<file path="src/rtl/add_multiword_pkg.sv">
// rtl/add_multiword_pkg.sv - shared state type and chunk-index sizing for add_multiword_seq
package add_multiword_pkg;

  typedef enum logic [1:0] {
    IDLE,
    RUN,
    DONE
  } state_e;

  localparam int WORDS_DEFAULT = 4;

  // Chunk counter width: $clog2(words), never narrower than one bit
  function automatic int kidx_width(input int n);
    return (n > 1) ? $clog2(n) : 1;
  endfunction

  localparam int KIDX_W = kidx_width(WORDS_DEFAULT);

endpackage

</file>
<file path="src/rtl/PrefixAndOrCfast.sv">
// rtl/PrefixAndOrCfast.sv - AND-OR carry prefix network with fast carry-in CI
module PrefixAndOrCfast #(
  parameter int width = 16,
  parameter int speed = 1
) (
  input  logic [width-1:0] GI,
  input  logic [width-1:0] PI,
  input  logic             CI,
  output logic [width-1:0] GO
);

  localparam int L = (width > 1) ? $clog2(width) : 1;

  logic [width-1:0] gl, pl, gn, pn;

  // Group (g,p) over bits [0..i] is built without CI; CI enters in one final AND-OR level
  always_comb begin
    gl = GI;
    pl = PI;
    gn = GI;
    pn = PI;
    if (speed == 0) begin
      for (int i = 1; i < width; i++) begin
        gl[i] = gl[i] | (pl[i] & gl[i-1]);
        pl[i] = pl[i] & pl[i-1];
      end
    end else if (speed == 2) begin
      for (int l = 0; l < L; l++) begin
        gn = gl;
        pn = pl;
        for (int i = 0; i < width; i++) begin
          if (((i >> l) & 1) == 1) begin
            gn[i] = gl[i] | (pl[i] & gl[((i >> l) << l) - 1]);
            pn[i] = pl[i] & pl[((i >> l) << l) - 1];
          end
        end
        gl = gn;
        pl = pn;
      end
    end else begin
      // Brent-Kung: the source node of each level is never updated within that level
      for (int l = 0; l < L; l++) begin
        for (int i = 0; i < width; i++) begin
          if (((i + 1) % (2 << l)) == 0) begin
            gl[i] = gl[i] | (pl[i] & gl[i - (1 << l)]);
            pl[i] = pl[i] & pl[i - (1 << l)];
          end
        end
      end
      for (int d = L - 2; d >= 0; d--) begin
        for (int i = 0; i < width; i++) begin
          if ((((i + 1) % (2 << d)) == (1 << d)) && (i >= (2 << d))) begin
            gl[i] = gl[i] | (pl[i] & gl[i - (1 << d)]);
            pl[i] = pl[i] & pl[i - (1 << d)];
          end
        end
      end
    end
    GO = gl | (pl & {width{CI}});
  end

endmodule

</file>
<file path="src/rtl/add_chunk_cfast.sv">
// rtl/add_chunk_cfast.sv - combinational width-bit chunk adder on PrefixAndOrCfast
module add_chunk_cfast #(
  parameter int width = 16,
  parameter int speed = 1
) (
  input  logic [width-1:0] a,
  input  logic [width-1:0] b,
  input  logic             ci,
  output logic [width-1:0] sum,
  output logic             co,
  output logic             cmsb
);

  logic [width-1:0] w_g;
  logic [width-1:0] w_p;
  logic [width-1:0] w_go;

  assign w_g = a & b;
  assign w_p = a ^ b;

  PrefixAndOrCfast #(
    .width(width),
    .speed(speed)
  ) u_prefix (
    .GI(w_g),
    .PI(w_p),
    .CI(ci),
    .GO(w_go)
  );

  assign sum  = w_p ^ {w_go[width-2:0], ci};
  assign co   = w_go[width-1];
  assign cmsb = w_go[width-2];

endmodule

</file>
<file path="src/rtl/add_multiword_seq.sv">
// rtl/add_multiword_seq.sv - sequential chunk-serial multi-word adder; ADD_MULTIWORD_SUB_EN adds sub_i
module add_multiword_seq
  import add_multiword_pkg::*;
#(
  parameter int width = 16,
  parameter int words = 4,
  parameter int speed = 1
) (
  input  logic                   clk_i,
  input  logic                   rst_ni,
  input  logic                   in_valid_i,
  output logic                   in_ready_o,
  input  logic [words*width-1:0] a_i,
  input  logic [words*width-1:0] b_i,
  input  logic                   cin_i,
`ifdef ADD_MULTIWORD_SUB_EN
  input  logic                   sub_i,
`endif
  output logic                   out_valid_o,
  input  logic                   out_ready_i,
  output logic [words*width-1:0] sum_o,
  output logic                   cout_o,
  output logic                   ovf_o,
  output logic                   zero_o
);

  localparam int W  = words * width;
  localparam int KW = kidx_width(words);
  localparam logic [KW-1:0] K_LAST = KW'(words - 1);

  state_e          r_state;
  logic [W-1:0]    r_a;
  logic [W-1:0]    r_b;
  logic [W-1:0]    r_sum;
  logic [KW-1:0]   r_k;
  logic            r_carry;
  logic            r_zacc;
  logic            r_cout;
  logic            r_ovf;
  logic            r_zero;
  logic            r_in_ready;
  logic            r_out_valid;

  logic [width-1:0] w_sum;
  logic             w_co;
  logic             w_cmsb;
  logic             w_sum_zero;
  logic [W-1:0]     w_sum_ext;
  logic [W-1:0]     w_b_init;
  logic             w_cin_init;

`ifdef ADD_MULTIWORD_SUB_EN
  assign w_b_init   = sub_i ? ~b_i : b_i;
  assign w_cin_init = sub_i | cin_i;
`else
  assign w_b_init   = b_i;
  assign w_cin_init = cin_i;
`endif

  // Operands shift down one chunk per RUN cycle, so chunk k always sits in the low bits
  add_chunk_cfast #(
    .width(width),
    .speed(speed)
  ) u_chunk (
    .a   (r_a[width-1:0]),
    .b   (r_b[width-1:0]),
    .ci  (r_carry),
    .sum (w_sum),
    .co  (w_co),
    .cmsb(w_cmsb)
  );

  assign w_sum_zero = (w_sum == '0);
  assign w_sum_ext  = W'(w_sum);

  always_ff @(posedge clk_i or negedge rst_ni) begin
    if (!rst_ni) begin
      r_state     <= IDLE;
      r_a         <= '0;
      r_b         <= '0;
      r_sum       <= '0;
      r_k         <= '0;
      r_carry     <= 1'b0;
      r_zacc      <= 1'b0;
      r_cout      <= 1'b0;
      r_ovf       <= 1'b0;
      r_zero      <= 1'b0;
      r_in_ready  <= 1'b1;
      r_out_valid <= 1'b0;
    end else begin
      case (r_state)
        IDLE: begin
          if (in_valid_i) begin
            r_a        <= a_i;
            r_b        <= w_b_init;
            r_carry    <= w_cin_init;
            r_k        <= '0;
            r_zacc     <= 1'b1;
            r_in_ready <= 1'b0;
            r_state    <= RUN;
          end
        end
        RUN: begin
          r_a     <= r_a >> width;
          r_b     <= r_b >> width;
          // Each new chunk enters at the top; after `words` cycles chunk 0 lands at the bottom
          r_sum   <= (r_sum >> width) | (w_sum_ext << (W - width));
          r_carry <= w_co;
          r_zacc  <= r_zacc & w_sum_zero;
          if (r_k == K_LAST) begin
            r_cout      <= w_co;
            r_ovf       <= w_co ^ w_cmsb;
            r_zero      <= r_zacc & w_sum_zero;
            r_out_valid <= 1'b1;
            r_state     <= DONE;
          end else begin
            r_k <= r_k + 1'b1;
          end
        end
        DONE: begin
          if (out_ready_i) begin
            r_out_valid <= 1'b0;
            r_in_ready  <= 1'b1;
            r_state     <= IDLE;
          end
        end
        default: begin
          r_state     <= IDLE;
          r_in_ready  <= 1'b1;
          r_out_valid <= 1'b0;
        end
      endcase
    end
  end

  assign in_ready_o  = r_in_ready;
  assign out_valid_o = r_out_valid;
  assign sum_o       = r_sum;
  assign cout_o      = r_cout;
  assign ovf_o       = r_ovf;
  assign zero_o      = r_zero;

endmodule

</file>
<file path="config.mk">
export PLATFORM = sky130hd
export DESIGN_NAME = add_multiword_seq
export DESIGN_NICKNAME = d
export VERILOG_FILES = /design/src/rtl/add_multiword_pkg.sv /design/src/rtl/PrefixAndOrCfast.sv /design/src/rtl/add_chunk_cfast.sv /design/src/rtl/add_multiword_seq.sv
export SDC_FILE = /design/constraint.sdc
export NUM_CORES = 1
export LEC_CHECK = 0
export ABC_CLOCK_PERIOD_IN_PS = 2170
export BUFFER_PORTS_ARGS = -buffer_cell sky130_fd_sc_hd__buf_2
export CORE_ASPECT_RATIO = 1.25
export CORE_UTILIZATION = 51
export CTS_BUF_LIST = sky130_fd_sc_hd__clkbuf_4 sky130_fd_sc_hd__clkbuf_8
export CTS_CLUSTER_SIZE = 40
export DETAILED_ROUTE_END_ITERATION = 10
export PLACE_DENSITY = 0.83
export SLEW_MARGIN = 20
export SYNTH_ARGS = -nofsm -noshare
export SYNTH_HDL_FRONTEND = slang
export SYNTH_SLANG_ARGS = --single-unit
</file>
<file path="constraint.sdc">
create_clock -name clk_i -period 2.17 [get_ports clk_i]
set_input_delay 0.1085 -clock clk_i [delete_from_list [all_inputs] [get_ports clk_i]]
set_output_delay 0.1085 -clock clk_i [all_outputs]
set_load 0.02 [all_outputs]
</file>
==> impl_metrics.py, run 1 <==
metrics = {
    "cts": {
        "root_buffer": "clkbuf_8",
        "htree_levels": 1,
        "cts_tree": "yes",
        "numClockSinks": 203,
        "ctsLongestPathBuffers": 3,
        "clk_pin_slew_ns": 0.06,
        "clock_latency_ns": 0.58,
        "cts_made_buffers": 31,
    },
    "worst_setup_path": {
        "reg2reg_slack_ns": -0.20,
        "cp_slowest_cell": "dfrtp_1",
        "r2r_end": "zero_o$_DFFE_PN0P_",
        "cp-start-kind": "flip-flop",
        "cp_data_arrival_time_ns": 2.83,
        "ff2ff_path_depth": 11,
        "max_stage_delay_ns": 0.43,
        "crit_chain": "ha_4 -> a211oi_4 -> nor3_4 -> a21oi_4 -> o21ai_4 -> buf_4 -> buf_6 -> a21bo_4 -> a211o_1 -> nand4_1 -> o21ai_1",
        "worstPathMaxFanout": 8,
        "cp.required_ns": 2.63,
        "path_class": "flip-flop to flip-flop",
        "worstSetupEndpointType": "flip-flop",
        "rr_startpoint": "r_a[0]$_DFFE_PN0P_",
    },
    "yosys": {
        "synth_fp_nets": 1155,
        "syn_area_per_cell_um2": 8.99,
        "synth_top_area_share_pct": 56.0,
        "synth_edf_count": 0,
        "ys_types": 52,
        "synth-seq-cells": 203,
        "syn-instance-count": 1004,
        "post-synth-top-area-cell": "dfrtp_1",
        "netlist_area_um2": 9020,
        "synth_flop_cell": "dfrtp_1",
        "seq_area_frac_synth_pct": 56.3,
        "async_reset_ff_share_pct": 100,
        "yosys-top-cells-area": "dfrtp_1, nand2_1, a31oi_1, nor2_1, a22o_1",
        "ys_warn_count": 0,
    },
    "drt": {
        "drt-total-wl_mm": 32.5,
        "vias": 9681,
        "wire_per_inst_um": 20.2,
        "ant_nets": 0,
        "drc": 0,
        "drt_pass1_iterations": 7,
        "avgViaCountPerCell": 6.02,
        "dr.first_iter.drc_count": 1177,
    },
    "sta": {
        "setup_viol": 8,
        "worst_pin_slew_ns": 0.703,
        "rsz0062_at_grt": "yes",
        "post-route-period-util_pct": 109,
        "fmax_mhz": 421,
        "fin_crit_ns": 2.37,
        "worst_slack_ns": -0.203,
        "skew_ns": 0.0142,
        "drv_slew": 0,
        "timing.hold.ws_ns": 0.125,
        "max_slew_margin_pct": 53.1,
        "setup_tns_ns": -0.923,
        "hold_viol_final": 0,
    },
    "flow_run": {
        "cap_violations": 0,
    },
    "run_status": {
        "status": "complete, but fails checks",
        "violations": "setup timing",
    },
    "global_route": {
        "track_usage_pct": 35.5,
        "grt_pass1_vias": 9566,
        "grt_max_degree": 87,
        "gr-total-overflow": 0,
        "grt_pass1_wl_mm": 49.7,
        "antenna_found_initial": 1,
    },
    "placed_design": {
        "dp_hpwl_mm": 15.9,
        "dp_slack_ns": -0.297,
        "globalplace.congestion": 0.863,
        "placed_area_um2": 10600,
        "dp.cells": 1413,
        "place.port_buffers": 201,
    },
    "die": {
        "dieArea_um2": 18200,
        "die_h_um": 151,
        "io_pins": 202,
        "row_count": 54,
        "fp.coreArea_um2": 17400,
        "die_w_um": 121,
        "start_util_pct": 52.0,
    },
    "final_layout": {
        "multi_input_area_um2": 3850,
        "fin_area_um2": 12800,
        "drive_above_1_share_pct": 25.0,
        "final_util_pct": 73.8,
        "final_cells": 1609,
        "fillers": 1004,
        "area_growth_pct": 42.1,
        "seq_area_um2": 5080,
        "layout.nets": 1511,
    },
    "pwr": {
        "p_sw_mw": 10.6,
        "p_int_mw": 12.9,
        "total_power_mw": 23.5,
        "p_seq_share_pct": 30.6,
        "comb_power_share_pct": 53.7,
        "pwr-share-clk_pct": 15.7,
        "p_sw_share_pct": 45.3,
        "p_leak_nw": 6.36,
        "power_density_nw_per_um2": 1830,
        "ir_worst_vdd_uv": 962,
    },
    "worst_hold_path": {
        "min_path_type": "input port to async pin",
    },
}
[synth_stat cells (all sizes together), types with 2 or more instances]
cell    count
a221oi      2
o21ai      21
buf         4
xnor2       8
nand4       2
o21bai      3
or3         3
nor2      112
dfrtp     202
nor3        4
nor3b       2
a22o       33
xor2        6
o31ai       3
nand2     365
ha         17
inv         7
a21o        3
a31oi      98
clkbuf     61
nand3       3
nand2b      3
a211oi      2
a21oi      15
and2        3
[logic make-up (layout without fill, tap and decap cells)]
family | count (synthesis) | in the layout | synth area share (%)
AND/OR/NAND/NOR | 502 | 502 | 21.6
flip-flops | 203 | 203 | 56.3
adder cells (fa/ha/maj) | 18 | 18 | 2.58
XOR/XNOR | 14 | 14 | 1.36
AO/OA/AOI/OAI | 193 | 193 | 14.8
multiplexers | 2 | 2 | 0.236
other | 0 | 1 | 0
buffers and inverters | 72 | 452 | 3.08
[worst max-delay path, delay by kind of cell, from the launching register on]
| family | cells | cell delay (ns) |
|---|---|---|
| compound gates | 6 | 1.13 |
| fa+ha+maj | 1 | 0.25 |
| flops | 1 | 0.43 |
| buf+inv | 2 | 0.26 |
| simple gates | 2 | 0.17 |
[power by group through the flow]
stage	Sequential (mW)	Combinational, mW	Clock (mW)
floorplan	7.27	6.84	0
global placement	6.83	10.4	0
detailed placement	6.92	10.8	0
CTS	6.89	11.3	3.63
global route	7.29	13.7	3.84
finish	7.19	12.6	3.69
[final cells by class]
cell class              instances  share of cell area [%]
diodes                          1                  0.0195
clock buffers                  49                    4.72
clock inverters                 8                   0.917
inverters                       7                   0.205
multi-input cells             729                    30.1
flip-flops and latches        203                    39.6
well taps                     224                    2.19
repair buffers                388                    22.3
[cells in the final DEF, fill, tap and decap left out, types with 9 or more instances in the layout]
cell / instances
nand2_1: 364
nor2_1: 111
buf_2: 200
clkbuf_4: 11
clkbuf_8: 38
a22o_1: 33
a21oi_1: 11
buf_4: 44
ha_1: 13
o21ai_0: 9
a31oi_1: 98
dfrtp_1: 202
dlygate4sd3_1: 132
[repair_timing]
| item | in CTS | in global routing |
|---|---|---|
| gates resized for setup | 12 | 15 |
| endpoints found under the hold margin | 213 | 0 |
| hold buffers | 132 | 0 |
| buffers inserted | 0 | 6 |
| pin swaps | 4 | 12 |
| endpoints found under the setup margin | 10 | 10 |
[state kept, by name, summed over array words and instances, names as in the netlist, 2 cells and up]
register	flops
r_a	64
r_b	64
r_k	2
r_state	2
sum_o	64
[worst max path at each step]
| stage | startpoint | end | slack (ns) |
|---|---|---|---|
| floorplan | r_b[0]$_DFFE_PN0P_ | r_zacc$_DFFE_PN0P_ | -0.15 |
| global placement | r_b[0]$_DFFE_PN0P_ | r_zacc$_DFFE_PN0P_ | -0.23 |
| detailed placement | r_b[0]$_DFFE_PN0P_ | r_zacc$_DFFE_PN0P_ | -0.30 |
| CTS | r_b[0]$_DFFE_PN0P_ | r_zacc$_DFFE_PN0P_ | -0.15 |
| global route | r_b[0]$_DFFE_PN0P_ | r_zacc$_DFFE_PN0P_ | -0.27 |
| finish | r_a[0]$_DFFE_PN0P_ | zero_o$_DFFE_PN0P_ | -0.20 |
[per-layer routing]
layer,wire length (um),part of all wire [%],global-route usage [%]
met2,15500,48,59.4
met5,0,0,0
met4,2860,8.8,24.8
met1,10800,33,39.9
met3,3360,10,8.60
Power figures use the tool's default switching activity.
==> run 2: changes to the inputs <==
--- a/config.mk
+++ b/config.mk
@@ -8,6 +8,7 @@
 export ABC_CLOCK_PERIOD_IN_PS = 2170
 export BUFFER_PORTS_ARGS = -buffer_cell sky130_fd_sc_hd__buf_2
 export CORE_ASPECT_RATIO = 1.25
+export CORE_MARGIN = 2
 export CORE_UTILIZATION = 51
 export CTS_BUF_LIST = sky130_fd_sc_hd__clkbuf_4 sky130_fd_sc_hd__clkbuf_8
 export CTS_CLUSTER_SIZE = 40
@@ -16,4 +17,5 @@
 export SLEW_MARGIN = 20
 export SYNTH_ARGS = -nofsm -noshare
 export SYNTH_HDL_FRONTEND = slang
+export SYNTH_HIERARCHICAL = 1
 export SYNTH_SLANG_ARGS = --single-unit
==> run 2 against run 1 <==
Against the previous run:
- the flow still finishes with violations (setup timing)
- flip-flop and latch count did not move
- die area rose by 4.6%
- non-clock buffer count fell by 1
- largest power group unchanged
==> impl_metrics.py, run 2 <==
metrics = {
    "worst_setup_path": {
        "r2r_end": "r_zacc$_DFFE_PN0P_",
        "cp_slowest_cell": "dfrtp_1",
        "cp_data_arrival_time_ns": 3.06,
        "cp-start-kind": "flip-flop",
        "rr_startpoint": "r_a[0]$_DFFE_PN0P_",
        "crit_cells": 11,
        "worstPathMaxFanout": 2,
        "crit_chain": "ha_4 -> a211oi_4 -> nor2_1 -> a311o_2 -> a21oi_2 -> inv_2 -> a21o_1 -> xor2_2 -> nor4b_2 -> nand3_1 -> o31ai_1",
        "cp.required_ns": 2.62,
        "reg2reg_slack_ns": -0.44,
        "worstSetupEndpointType": "flip-flop",
        "path_class": "flip-flop to flip-flop",
        "ff2ff_path_depth": 11,
        "crit_family": "compound AO/OA/AOI/OAI gates",
        "critPathBufInv": 1,
        "max_stage_delay_ns": 0.42,
    },
    "placed_design": {
        "dp_slack_ns": -0.459,
        "place.port_buffers": 201,
        "placed_area_um2": 10600,
        "globalplace.congestion": 0.813,
        "dp.cells": 1310,
        "dp_hpwl_mm": 14.6,
    },
    "worst_hold_path": {
        "whs_path_depth": 3,
        "min_path_type": "input port to flip-flop",
        "min_to": "r_a[44]$_DFFE_PN0P_",
        "hp-start": "a_i[44]",
    },
    "final_layout": {
        "drive_above_1_share_pct": 27.5,
        "layout_common_cells": "nand2_1, dfrtp_1, buf_2",
        "seq_area_um2": 5080,
        "layout.nets": 1399,
        "area_growth_pct": 38.8,
        "final_common_cell": "nand2_1",
        "final_cells": 1489,
        "multi_input_area_um2": 3880,
        "fillers": 1053,
        "final_util_pct": 72.7,
        "fin_area_um2": 12700,
    },
    "drt": {
        "vias": 8342,
        "met1_length_mm": 10.3,
        "dr.first_iter.drc_count": 749,
        "wire_per_inst_um": 19.5,
        "dr_wl_met2_mm": 14.5,
        "ant_nets": 0,
        "drt_pass1_iterations": 5,
        "met3_length_mm": 2.17,
        "drc": 0,
        "avgViaCountPerCell": 5.60,
        "routed.top_layer": "met4",
        "drt-total-wl_mm": 29.1,
    },
    "yosys": {
        "async_reset_ff_share_pct": 100,
        "post-synth-top-area-cell": "dfrtp_1",
        "synth_top_area_share_pct": 55.2,
        "netlist_area_um2": 9160,
        "synth_common_cells": "nand2_1, dfrtp_1, mux2i_1, o21ai_0, o21ai_1",
        "ys_types": 44,
        "synth_flop_cell": "dfrtp_1",
        "synth_edf_count": 0,
        "yosysMostFrequentCell": "nand2_1",
        "syn_area_per_cell_um2": 10.4,
        "syn-instance-count": 884,
        "seq_area_frac_synth_pct": 55.5,
        "yosys-top-cells-area": "dfrtp_1, nand2_1, mux2i_1, o21ai_0, a22o_1",
        "ys_warn_count": 6,
        "synth-seq-cells": 203,
        "synth_fp_nets": 1034,
    },
    "sta": {
        "post-route-period-util_pct": 120,
        "worst_pin_slew_ns": 0.562,
        "drv_slew": 0,
        "fin_crit_ns": 2.61,
        "setup_viol": 12,
        "worst_slack_ns": -0.435,
        "rsz0062_at_grt": "yes",
        "hold_viol_final": 0,
        "fmax_mhz": 384,
        "max_slew_margin_pct": 62.5,
        "skew_ns": 0.0301,
    },
    "cts": {
        "htree_levels": 1,
        "root_buffer": "clkbuf_8",
        "cts_made_buffers": 30,
        "cts_tree": "yes",
        "ctsLongestPathBuffers": 3,
        "clk_pin_slew_ns": 0.07,
        "numClockSinks": 203,
        "clock_latency_ns": 0.57,
    },
    "global_route": {
        "grt_pass1_vias": 8805,
        "grt_pass1_wl_mm": 45.6,
        "grt_max_degree": 130,
        "gr-total-overflow": 0,
        "antenna_found_initial": 0,
        "track_usage_pct": 30.8,
    },
    "die": {
        "die_w_um": 124,
        "die_h_um": 154,
        "fp.coreArea_um2": 17500,
        "io_pins": 202,
        "row_count": 54,
        "dieArea_um2": 19100,
        "start_util_pct": 52.4,
    },
    "run_status": {
        "violations": "setup timing",
        "status": "complete, but fails checks",
    },
    "pwr": {
        "ir_worst_vdd_uv": 947,
        "power_density_nw_per_um2": 1690,
        "total_power_mw": 21.5,
        "p_leak_nw": 6.53,
    },
    "flow_run": {
        "cap_violations": 0,
    },
}
==> run 2: cell count changes in the layout (fill, tap and decap cells not counted), moves of 4 or more <==
cell	delta
nor2_1	-103
a31oi_1	-98
mux2i_1	+95
nand2_1	-75
o21ai_0	+52
o21ai_1	+37
a21oi_1	-8
xor2_2	+8
nand2_2	+6
xnor2_1	-6
inv_1	-5
a21o_1	+4
==> run 2: logic make-up after synthesis <==
group                      Yosys count  synth area share [%]
adders and majority gates           17                  2.32
xor gates and xnor gates            17                  1.62
muxes                               99                  10.8
DFF                                203                  55.5
and+or+nand+nor                    325                  14.1
AOI/OAI and AO/OA                  166                  11.3
buffers and inverters               57                  4.40
==> run 2: worst register-to-register path: stages, from the launching register on <==
cell      delay [ns]
dfrtp_1         0.42
ha_4            0.27
a211oi_4        0.29
nor2_1          0.10
a311o_2         0.34
a21oi_2         0.15
inv_2           0.05
a21o_1          0.20
xor2_2          0.16
nor4b_2         0.21
nand3_1         0.12
o31ai_1         0.22
==> run 2: final cells by class <==
class	instances	share of cell area [%]
diodes	1	0.0197
clock buffers	45	4.43
clock inverters	2	0.276
inverters	3	0.0886
multi-input cells	624	30.5
flip-flops and latches	203	40.0
well taps	224	2.20
repair buffers	387	22.5
==> run 2: what timing repair did <==
action	in CTS	in global routing
resized for setup	16	18
pin swaps	9	5
hold buffers	130	0
setup buffers	2	1
hold endpoints to repair	258	0
setup endpoints to repair	14	18
==> run 2: per-stage QoR <==
stage               setup TNS, ns  hold WS (ns)
detailed placement          -2.06         0.143
global route                -3.49        0.0238
global placement            -1.21         0.143
CTS                         -1.40       0.00498
finish                      -1.71        0.0577
floorplan                  -0.473        -0.187
==> run 2: routing by layer <==
layer  vias up  track usage, %
met2       519            52.1
met5         -               0
met4         0            19.9
li1       3706               -
met1      3949            35.0
met3       168            5.86
==> run 2: worst max path at each step <==
stage | from | endpoint
6_report | r_a[0]$_DFFE_PN0P_ | r_zacc$_DFFE_PN0P_
5_1_grt | r_a[0]$_DFFE_PN0P_ | r_zacc$_DFFE_PN0P_
4_1_cts | r_a[0]$_DFFE_PN0P_ | zero_o$_DFFE_PN0P_
3_5_place_dp | r_a[0]$_DFFE_PN0P_ | r_zacc$_DFFE_PN0P_
3_3_place_gp | r_a[0]$_DFFE_PN0P_ | zero_o$_DFFE_PN0P_
2_1_floorplan | r_a[0]$_DFFE_PN0P_ | zero_o$_DFFE_PN0P_
==> run 2: where the power goes <==
| group | switching, mW | internal [mW] | total (mW) |
|---|---|---|---|
| Clock | 1.46 | 1.75 | 3.21 |
| Sequential | 1.26 | 5.54 | 6.81 |
| Combinational | 6.60 | 4.91 | 11.5 |
| Total | 9.32 | 12.2 | 21.5 |
